<file path="config.mk">
export PLATFORM = sky130hd
export DESIGN_NAME = ad7760_bus_sched
export DESIGN_NICKNAME = d
export VERILOG_FILES = /design/src/rtl/ad7760_bus_sched.sv
export SDC_FILE = /design/constraint.sdc
export NUM_CORES = 1
export LEC_CHECK = 0
export ABC_CLOCK_PERIOD_IN_PS = 6250
export CAP_MARGIN = 20
export CORE_MARGIN = 2
export CORE_UTILIZATION = 50
export DETAILED_ROUTE_END_ITERATION = 12
export GPL_TIMING_DRIVEN = 0
export MAX_ROUTING_LAYER = met4
export PLACE_DENSITY_LB_ADDON = 0.12
export SKIP_CTS_REPAIR_TIMING = 1
export SLEW_MARGIN = 15
export SYNTH_ARGS = -nofsm -noshare
export SYNTH_HDL_FRONTEND = slang
export SYNTH_SLANG_ARGS = --single-unit
</file>
<file path="constraint.sdc">
create_clock -name mclk -period 6.25 [get_ports mclk]
set_input_delay 1.25 -clock mclk [delete_from_list [all_inputs] [get_ports mclk]]
set_output_delay 1.25 -clock mclk [all_outputs]
set_load 0.05 [all_outputs]
</file>
<file path="src/rtl/ad7760_bus_sched.sv">
// AD7760 parallel-bus sequencer: converter reset, register-write queue drain,
// then run mode with conversion reads arbitrated ahead of queued writes.
module ad7760_bus_sched #(
   parameter int RST_LO_CYCLES = 2,
   parameter int RST_HI_CYCLES = 2,
   parameter int CS_CYCLES     = 8,
   parameter int GAP_CYCLES    = 8,
   parameter int SETTLE_CYCLES = 6,
   parameter int RD_CYCLES     = 2
) (
   input  logic        mclk,
   input  logic        i_rest,
   input  logic        start,
   input  logic        stop,
   input  logic        cfg_valid,
   output logic        cfg_ready,
   input  logic [15:0] cfg_addr,
   input  logic [15:0] cfg_data,
   input  logic        drdy_n,
   input  logic [15:0] adc_din,
   output logic [15:0] adc_dout,
   output logic        adc_oe,
   output logic        cs_n,
   output logic        r_n_w,
   output logic        o_rest_n,
   output logic        smp_valid,
   output logic [31:0] smp_data,
   output logic        busy,
   output logic [7:0]  ovf_cnt,
   output logic [3:0]  o_dbg_state
);

   typedef enum logic [3:0] {
      S_IDLE, S_RST_LO, S_RST_HI, S_CFG_CHK, S_WADR, S_WADR_GAP, S_WVAL,
      S_WVAL_GAP, S_SETTLE, S_RUN, S_RD_MSW, S_RD_GAP, S_RD_LSW, S_RD_DONE
   } state_t;

   localparam logic [7:0] LP_RST_LO = 8'(RST_LO_CYCLES - 1);
   localparam logic [7:0] LP_RST_HI = 8'(RST_HI_CYCLES - 1);
   localparam logic [7:0] LP_CS     = 8'(CS_CYCLES - 1);
   localparam logic [7:0] LP_GAP    = 8'(GAP_CYCLES - 1);
   localparam logic [7:0] LP_SETTLE = 8'(SETTLE_CYCLES - 1);
   localparam logic [7:0] LP_RD     = 8'(RD_CYCLES - 1);

   state_t      r_state, w_next;
   logic [7:0]  r_cnt;
   logic        w_last;

   logic [15:0] r_q_addr [4];
   logic [15:0] r_q_data [4];
   logic [1:0]  r_wptr, r_rptr;
   logic [2:0]  r_count;
   logic        w_push, w_pop, w_empty;

   logic        r_sync1, r_sync2, r_sync3;
   logic        r_rd_pend, w_fall, w_rd_req, w_rd_enter;
   logic [7:0]  r_ovf;
   logic        r_run_mode;
   logic [15:0] r_msw;
   logic [31:0] r_smp_data;

   // cfg push handshake: an entry is taken on each mclk edge where
   // cfg_valid & cfg_ready; cfg_ready depends only on queue fill.
   assign w_push     = cfg_valid & cfg_ready;
   assign w_pop      = (r_state == S_WVAL_GAP) & w_last;
   assign w_empty    = (r_count == 3'd0);
   assign cfg_ready  = (r_count != 3'd4);
   assign w_fall     = r_sync3 & ~r_sync2;
   assign w_rd_req   = r_rd_pend | w_fall;
   assign w_rd_enter = (r_state == S_RUN) & (w_next == S_RD_MSW);

   always_ff @(posedge mclk or posedge i_rest) begin
      if (i_rest) begin
         r_state <= S_IDLE;
         r_cnt   <= 8'd0;
      end else begin
         r_state <= w_next;
         r_cnt   <= (w_next != r_state) ? 8'd0 : r_cnt + 8'd1;
      end
   end

   always_comb begin
      w_last = 1'b1;
      case (r_state)
         S_RST_LO:              w_last = (r_cnt == LP_RST_LO);
         S_RST_HI:              w_last = (r_cnt == LP_RST_HI);
         S_WADR, S_WVAL:        w_last = (r_cnt == LP_CS);
         S_WADR_GAP,S_WVAL_GAP: w_last = (r_cnt == LP_GAP);
         S_SETTLE:              w_last = (r_cnt == LP_SETTLE);
         S_RD_MSW, S_RD_LSW:    w_last = (r_cnt == LP_RD);
         default:               w_last = 1'b1;
      endcase
   end

   always_comb begin
      w_next = r_state;
      case (r_state)
         S_IDLE:     if (start) w_next = S_RST_LO;
         S_RST_LO:   if (w_last) w_next = S_RST_HI;
         S_RST_HI:   if (w_last) w_next = S_CFG_CHK;
         S_CFG_CHK:  w_next = stop ? S_IDLE : (w_empty ? S_SETTLE : S_WADR);
         S_WADR:     if (w_last) w_next = S_WADR_GAP;
         S_WADR_GAP: if (w_last) w_next = S_WVAL;
         S_WVAL:     if (w_last) w_next = S_WVAL_GAP;
         S_WVAL_GAP: if (w_last) w_next = r_run_mode ? S_RUN : S_CFG_CHK;
         S_SETTLE: begin
            if (stop)        w_next = S_IDLE;
            else if (w_last) w_next = S_RUN;
         end
         S_RUN: begin
            if (stop)          w_next = S_IDLE;
            else if (w_rd_req) w_next = S_RD_MSW;
            else if (!w_empty) w_next = S_WADR;
         end
         S_RD_MSW:   if (w_last) w_next = S_RD_GAP;
         S_RD_GAP:   w_next = S_RD_LSW;
         S_RD_LSW:   if (w_last) w_next = S_RD_DONE;
         S_RD_DONE:  w_next = S_RUN;
         default:    w_next = S_IDLE;
      endcase
   end

   always_comb begin
      cs_n      = 1'b1;
      r_n_w     = 1'b1;
      o_rest_n  = 1'b1;
      adc_oe    = 1'b0;
      adc_dout  = 16'h0000;
      smp_valid = (r_state == S_RD_DONE);
      busy      = (r_state != S_IDLE);
      case (r_state)
         S_RST_LO:   o_rest_n = 1'b0;
         S_WADR:     begin cs_n = 1'b0; adc_oe = 1'b1; adc_dout = r_q_addr[r_rptr]; end
         S_WADR_GAP: begin adc_oe = 1'b1; adc_dout = r_q_addr[r_rptr]; end
         S_WVAL:     begin cs_n = 1'b0; adc_oe = 1'b1; adc_dout = r_q_data[r_rptr]; end
         S_WVAL_GAP: begin adc_oe = 1'b1; adc_dout = r_q_data[r_rptr]; end
         S_RD_MSW, S_RD_LSW: begin cs_n = 1'b0; r_n_w = 1'b0; end
         default:    cs_n = 1'b1;
      endcase
   end

   always_ff @(posedge mclk) begin
      if (w_push) begin
         r_q_addr[r_wptr] <= cfg_addr;
         r_q_data[r_wptr] <= cfg_data;
      end
   end

   always_ff @(posedge mclk or posedge i_rest) begin
      if (i_rest) begin
         r_wptr  <= 2'd0;
         r_rptr  <= 2'd0;
         r_count <= 3'd0;
      end else begin
         if (w_push) r_wptr <= r_wptr + 2'd1;
         if (w_pop)  r_rptr <= r_rptr + 2'd1;
         if (w_push && !w_pop)      r_count <= r_count + 3'd1;
         else if (!w_push && w_pop) r_count <= r_count - 3'd1;
      end
   end

   // A fall arriving on the same edge a pending read is consumed stays pending.
   always_ff @(posedge mclk or posedge i_rest) begin
      if (i_rest) begin
         r_sync1    <= 1'b1;
         r_sync2    <= 1'b1;
         r_sync3    <= 1'b1;
         r_rd_pend  <= 1'b0;
         r_ovf      <= 8'd0;
         r_run_mode <= 1'b0;
         r_msw      <= 16'h0000;
         r_smp_data <= 32'h0000_0000;
      end else begin
         r_sync1 <= drdy_n;
         r_sync2 <= r_sync1;
         r_sync3 <= r_sync2;
         if (w_rd_enter) r_rd_pend <= r_rd_pend & w_fall;
         else            r_rd_pend <= r_rd_pend | w_fall;
         if (w_fall && r_rd_pend && !w_rd_enter && (r_ovf != 8'hFF))
            r_ovf <= r_ovf + 8'd1;
         if (r_state == S_RUN)       r_run_mode <= 1'b1;
         else if (r_state == S_IDLE) r_run_mode <= 1'b0;
         if ((r_state == S_RD_MSW) && w_last) r_msw <= adc_din;
         if ((r_state == S_RD_LSW) && w_last) r_smp_data <= {r_msw, adc_din};
      end
   end

   assign smp_data    = r_smp_data;
   assign ovf_cnt     = r_ovf;
   assign o_dbg_state = r_state;

endmodule

</file>
---- Word-level counts from Yosys, hierarchy flattened ----
Memories as Yosys holds them, arrays and structs flattened.
Cells that the tools add are included.
storage, ports and cells
  register bits after elaboration ......... 80
  logic and storage cells ................. 101
  memories kept ........................... 2
  input bits .............................. 54
  memory bits (writable) .................. 128
  output and inout port bits .............. 67
memory list
  name      words  width  read ports  clocked after Yosys merged registers in  write ports  line  RTL
  r_q_addr  4      16     1           0                                        1            49    logic [15:0] r_q_addr [4];
  r_q_data  4      16     1           0                                        1            50    logic [15:0] r_q_data [4];
operators by class
  muxes and demuxes ....................... 32
  reductions and logical operators ........ 21
  equality and inequality tests ........... 20
  $add $sub $neg .......................... 6
  bitwise operators ....................... 7
operator list
  kind                 number
  $mux 4               17
  $pmux 4 s14          1
  $pmux 16 s2          1
  $eq 4x4->1 const B   7
  $add 8x1->8 const B  2
  $eq 4x3->1 const B   4
  $eq 8x3->1 const B   2
  $reduce_or 4->1      3
  $mux 1               9
  $eq 4x2->1 const B   2
  $eq 8x1->1 const B   1
  $mux 8               1
  $ne 8x8->1 const B   1
  $logic_and 1x1->1    7
  $mux 3               2
  $reduce_or 2->1      3
  $and 1x1->1          5
  $add 2x1->2 const B  2
  $eq 4x1->1 const B   1
  $logic_not 4->1      1
  $ne 4x4->1           1
  $reduce_bool 2->1    2
  $reduce_bool 4->1    1
  $add 3x1->3 const B  1
  7 further kinds      9

---- Logic depth before layout (Yosys ltp) ----
  depth in word-level cells ............... 11
  mapped depth ............................ 12
  depth with buffers taken out ............ 11

---- Worst setup path after synthesis ----
No wires, ideal clock.
  path type ............................... register to output
  start ................................... reg r_state[1] (netlist: o_dbg_state[1])
  end ..................................... out adc_dout[0]
  setup slack ............................. 2.580 ns
  buffers on the path ..................... 3
  arrival time ............................ 2.420 ns
  required time ........................... 5.000 ns
  cell stages (with the launch flop) ...... 6
  cells stage by stage .................... dfrtp_1 > clkbuf_1 > buf_2 > buf_1 > mux2i_1 > nor2_1
between the ends
  longest elaborated chain between the ends .. 3
  elaborated cells between the ends (all ways) .. 7
  those cells by class .................... 4 x eq/ne; 1 x mux; 2 x reduce/logical
ends and longest elaborated chain
  what                       line  RTL
  from (decl)                45    state_t r_state, w_next;
  from (signal assigned)     77    r_state <= w_next;
  $eq 4x3->1                 131   case (r_state)
  $reduce_or 2->1 (no line)  --
  $pmux 16 s2 *              131
  to (decl)                  21    output logic [15:0] adc_dout,
Every way passes the cells marked *; elsewhere a longest branch is shown, timed or not.

---- Final worst setup path ----
  start ................................... reg r_rptr[0]
  end ..................................... out adc_dout[9]
between the ends
  longest elaborated chain between the ends .. 2
  elaborated cells between the ends (all ways) .. 3
  those cells by class .................... 1 x mux; 2 x memory
ends and longest elaborated chain
  what                                    line  RTL
  from (decl)                             51    logic [1:0] r_wptr, r_rptr;
  from (signal assigned)                  156   if (w_pop) r_rptr <= r_rptr + 2'd1;
  $mem_v2 4x16, on equally long branches  --
  $pmux 16 s2 *                           131
Marks and branches as above.

==> impl_metrics.env <==
export IMPL_synth_top_cells_by_count="edfxtp_1 (128), dfrtp_1 (77), mux2_2 (44), mux4_2 (32), nor2_1 (30)"
export IMPL_synthCells=515
export IMPL_multi_input_area_um2=2660
export IMPL_worstPathCellList="clkbuf_1 -> buf_1 -> mux4_2 -> mux2i_1 -> nor2_1 -> clkdlybuf4s50_1"
export IMPL_cts_tree="yes"
export IMPL_drt_initial_drc_count=208
export IMPL_clk_transition_reported_paths_ns=0.06
export IMPL_sw_frac_of_total_pct=35.28
export IMPL_syn_nets=577
export IMPL_crit_type="register to output port"
export IMPL_finalCriticalPeriod_ns=4.897
export IMPL_area_delta_synth_final_pct=27.77
export IMPL_syn_avg_cell_area_um2=16.83
export IMPL_nNetsFinal=726
export IMPL_grt_total_usage_pct=19.97
export IMPL_arrival_ns=3.65
export IMPL_status="finished, final reports clean"
export IMPL_p_seq_share_pct=36.2
export IMPL_worstPathRequired_ns=5.00
export IMPL_post_dp_cell_area_um2=10270
export IMPL_row_count=48
export IMPL_grt_max_degree=56
export IMPL_final_max_slew_violation_count=0
export IMPL_min_period_over_period_pct=78.35
export IMPL_htreeDepth=1
export IMPL_rsz0062_at_grt="false"
export IMPL_grt_pass1_vias=5227
export IMPL_ff2ff_setup_slack_ns=3.19
export IMPL_pwr_share_clk_pct=26.9
export IMPL_reg2reg_from="o_dbg_state[3]"
export IMPL_worstMarginPinSlew_ns=1.018
export IMPL_max_slew_margin_pct=32.16
export IMPL_hold_viol_final=0
export IMPL_root_buffer="clkbuf_16"
export IMPL_hold_class="register to register"
export IMPL_ys_types=57
export IMPL_p_leak_nw=4.174
export IMPL_port_buffers=120
export IMPL_ys_seq_area_share_pct=67.48
export IMPL_final_fill_count=1266
export IMPL_wl_per_cell_um=19.48
export IMPL_detail_route_antenna_nets=0
export IMPL_antenna_cells=0
export IMPL_power_density_nw_per_um2=470.2
export IMPL_synth_top_cells_by_area="edfxtp_1 (44%), dfrtp_1 (22%), mux4_2 (8.3%)"
export IMPL_finalClockSkew_ns=0.02219
export IMPL_fin_setup_tns_ns=0
export IMPL_synth_most_common_cell="edfxtp_1"
export IMPL_synth_top_area_share_pct=44.34
export IMPL_vias=4969
export IMPL_regArea_um2=5849
export IMPL_start_kind="register"
export IMPL_ir_worst_vdd_uv=339.4
export IMPL_start_util_pct=50.64
export IMPL_grt_pass1_wl_um=27380
export IMPL_r2r_cells=8
export IMPL_whs_path_depth=0
export IMPL_synth_seq_cells=208
export IMPL_ys_async_sr_fraction_pct=38.46
export IMPL_setup_violations=0
export IMPL_final_layout_size_suffix_gt1_share_pct=20.44
export IMPL_route_detailed_drc=0
export IMPL_cts_sinks=208
export IMPL_hpwl_um=12090
export IMPL_p_int_mw=3.370
export IMPL_fin_total_pwr_mw=5.207
export IMPL_cpPeakStageDelay_ns=0.81
export IMPL_dr_pass1_iters=4
export IMPL_crit_reg2reg_capture="r_cnt[0]"
export IMPL_synthFlopType="edfxtp_1"
export IMPL_cp_max_fo=10
export IMPL_cp_slowest_cell="buf_1"
export IMPL_io_pins=121
export IMPL_hold_end="r_sync2"
export IMPL_critPathCaptureType="output port"
export IMPL_place_gp_congestion=0.9112
export IMPL_vias_per_cell=5.491
export IMPL_cts_max_path_buffers=3
export IMPL_drt_total_wl_um=17630
export IMPL_grt_overflow_total=0
export IMPL_syn_area_um2=8668
export IMPL_yosysTopAreaCell="edfxtp_1"
export IMPL_max_clock_freq_ghz=0.2042
export IMPL_p_sw_mw=1.837
export IMPL_utilization_pct=64.71
export IMPL_die_area_um2=18410
export IMPL_yosys_warnings=0
export IMPL_cts_buffers=22
export IMPL_chipWidth_um=135.7
export IMPL_drv_cap=0
export IMPL_clkLatencyLatePin_ns=0.51
export IMPL_fin_area_um2=11080
export IMPL_combPwrFrac_pct=36.9
export IMPL_coreArea_um2=17120
export IMPL_die_h_um=135.7
export IMPL_antenna_found_initial=0
export IMPL_hold_start="r_sync1"
export IMPL_synth_edff_count=128
==> cells in the final DEF, fill, tap and decap left out, drive strengths merged, types with 4 or more instances in the layout <==
| cell type | count |
|---|---|
| inv | 12 |
| a21oi | 7 |
| xor2 | 7 |
| xnor2 | 15 |
| nor2 | 31 |
| nand2 | 16 |
| ha | 7 |
| nor2b | 5 |
| mux2 | 50 |
| bufinv | 5 |
| and3 | 6 |
| o22ai | 4 |
| mux4 | 32 |
| and4b | 7 |
| nor3 | 7 |
| edfxtp | 128 |
| dfrtp | 77 |
| nand2b | 5 |
| o21ai | 6 |
| clkdlybuf4s50 | 120 |
| buf | 17 |
| nand3 | 9 |
| clkinv | 9 |
| clkbuf | 36 |
| mux2i | 18 |
| nand4 | 5 |
==> metal layers <==
metal / up-vias / global-route usage [%] / share of wire [%]
li1: 2273 / - / -
met1: 2514 / 24.12 / 40
met4: 0 / 5.324 / 1.7
met2: 154 / 34.68 / 53
met5: - / - / 0
met3: 28 / 3.816 / 5.4
==> how the worst max path moves through the flow <==
stage | start | end | cells after the start
2_1_floorplan | o_dbg_state[1] | adc_dout[0] | 5
3_3_place_gp | i_rest | r_rptr[1] | 2
3_5_place_dp | r_rptr[0] | adc_dout[0] | 6
4_1_cts | r_rptr[0] | adc_dout[0] | 6
5_1_grt | r_rptr[0] | adc_dout[0] | 6
6_report | r_rptr[0] | adc_dout[9] | 6
==> metrics by stage <==
step                cells  hold WS, ns  worst slack (ns)
floorplan             515       0.3452             2.580
global placement      860       0.3490             1.803
detailed placement    865       0.3512             1.837
CTS                   905       0.3645             1.274
global route          905       0.3672             1.094
finish                905       0.3653             1.353
==> flip-flops by register name, summed over array words and instances, names as in the netlist <==
| name | cells |
|---|---|
| r_q_addr | 64 |
| r_run_mode | 1 |
| r_rd_pend | 1 |
| o_dbg_state | 4 |
| r_msw | 16 |
| r_q_data | 64 |
| ovf_cnt | 8 |
| r_wptr | 2 |
| r_sync1 | 1 |
| r_count | 3 |
| smp_data | 32 |
| r_rptr | 2 |
| r_sync2 | 1 |
| r_cnt | 8 |
| r_sync3 | 1 |
==> power by group through the flow <==
stage / Combinational, mW / Clock [mW] / Sequential [mW]
3_3_place_gp: 1.87 / 0 / 1.90
2_1_floorplan: 1.12 / 0 / 2.09
6_report: 1.92 / 1.40 / 1.88
5_1_grt: 2.05 / 1.49 / 1.91
4_1_cts: 1.94 / 1.43 / 1.89
3_5_place_dp: 1.93 / 0 / 1.91
==> cell type report <==
cell class                      instances  area share [%]
Clock inverter                         16           2.113
Buffer                                 24           1.107
Timing Repair Buffer                  125           11.88
Sequential cell                       208           52.81
Tap cell                              225           2.542
Clock buffer                           24           5.129
Multi-Input combinational cell        272           24.02
Inverter                               11          0.3954
==> cells by family after synthesis <==
kind of cell / count (synthesis) / synth area share (%)
XOR/XNOR: 22 / 2.223
multiplexers: 100 / 16.89
buffers and inverters: 35 / 1.891
AND/OR/NAND/NOR: 105 / 7.044
adder cells (fa/ha/maj): 9 / 1.357
AO/OA/AOI/OAI: 36 / 3.118
flip-flops: 208 / 67.48
==> worst max-delay path, delay by kind of cell (launching register included) <==
family | cells | cell delay (ns)
buffers and inverters | 3 | 1.96
DFF | 1 | 0.32
muxes | 2 | 0.75
and+or+nand+nor | 1 | 0.08
Power figures use the tool's default switching activity.
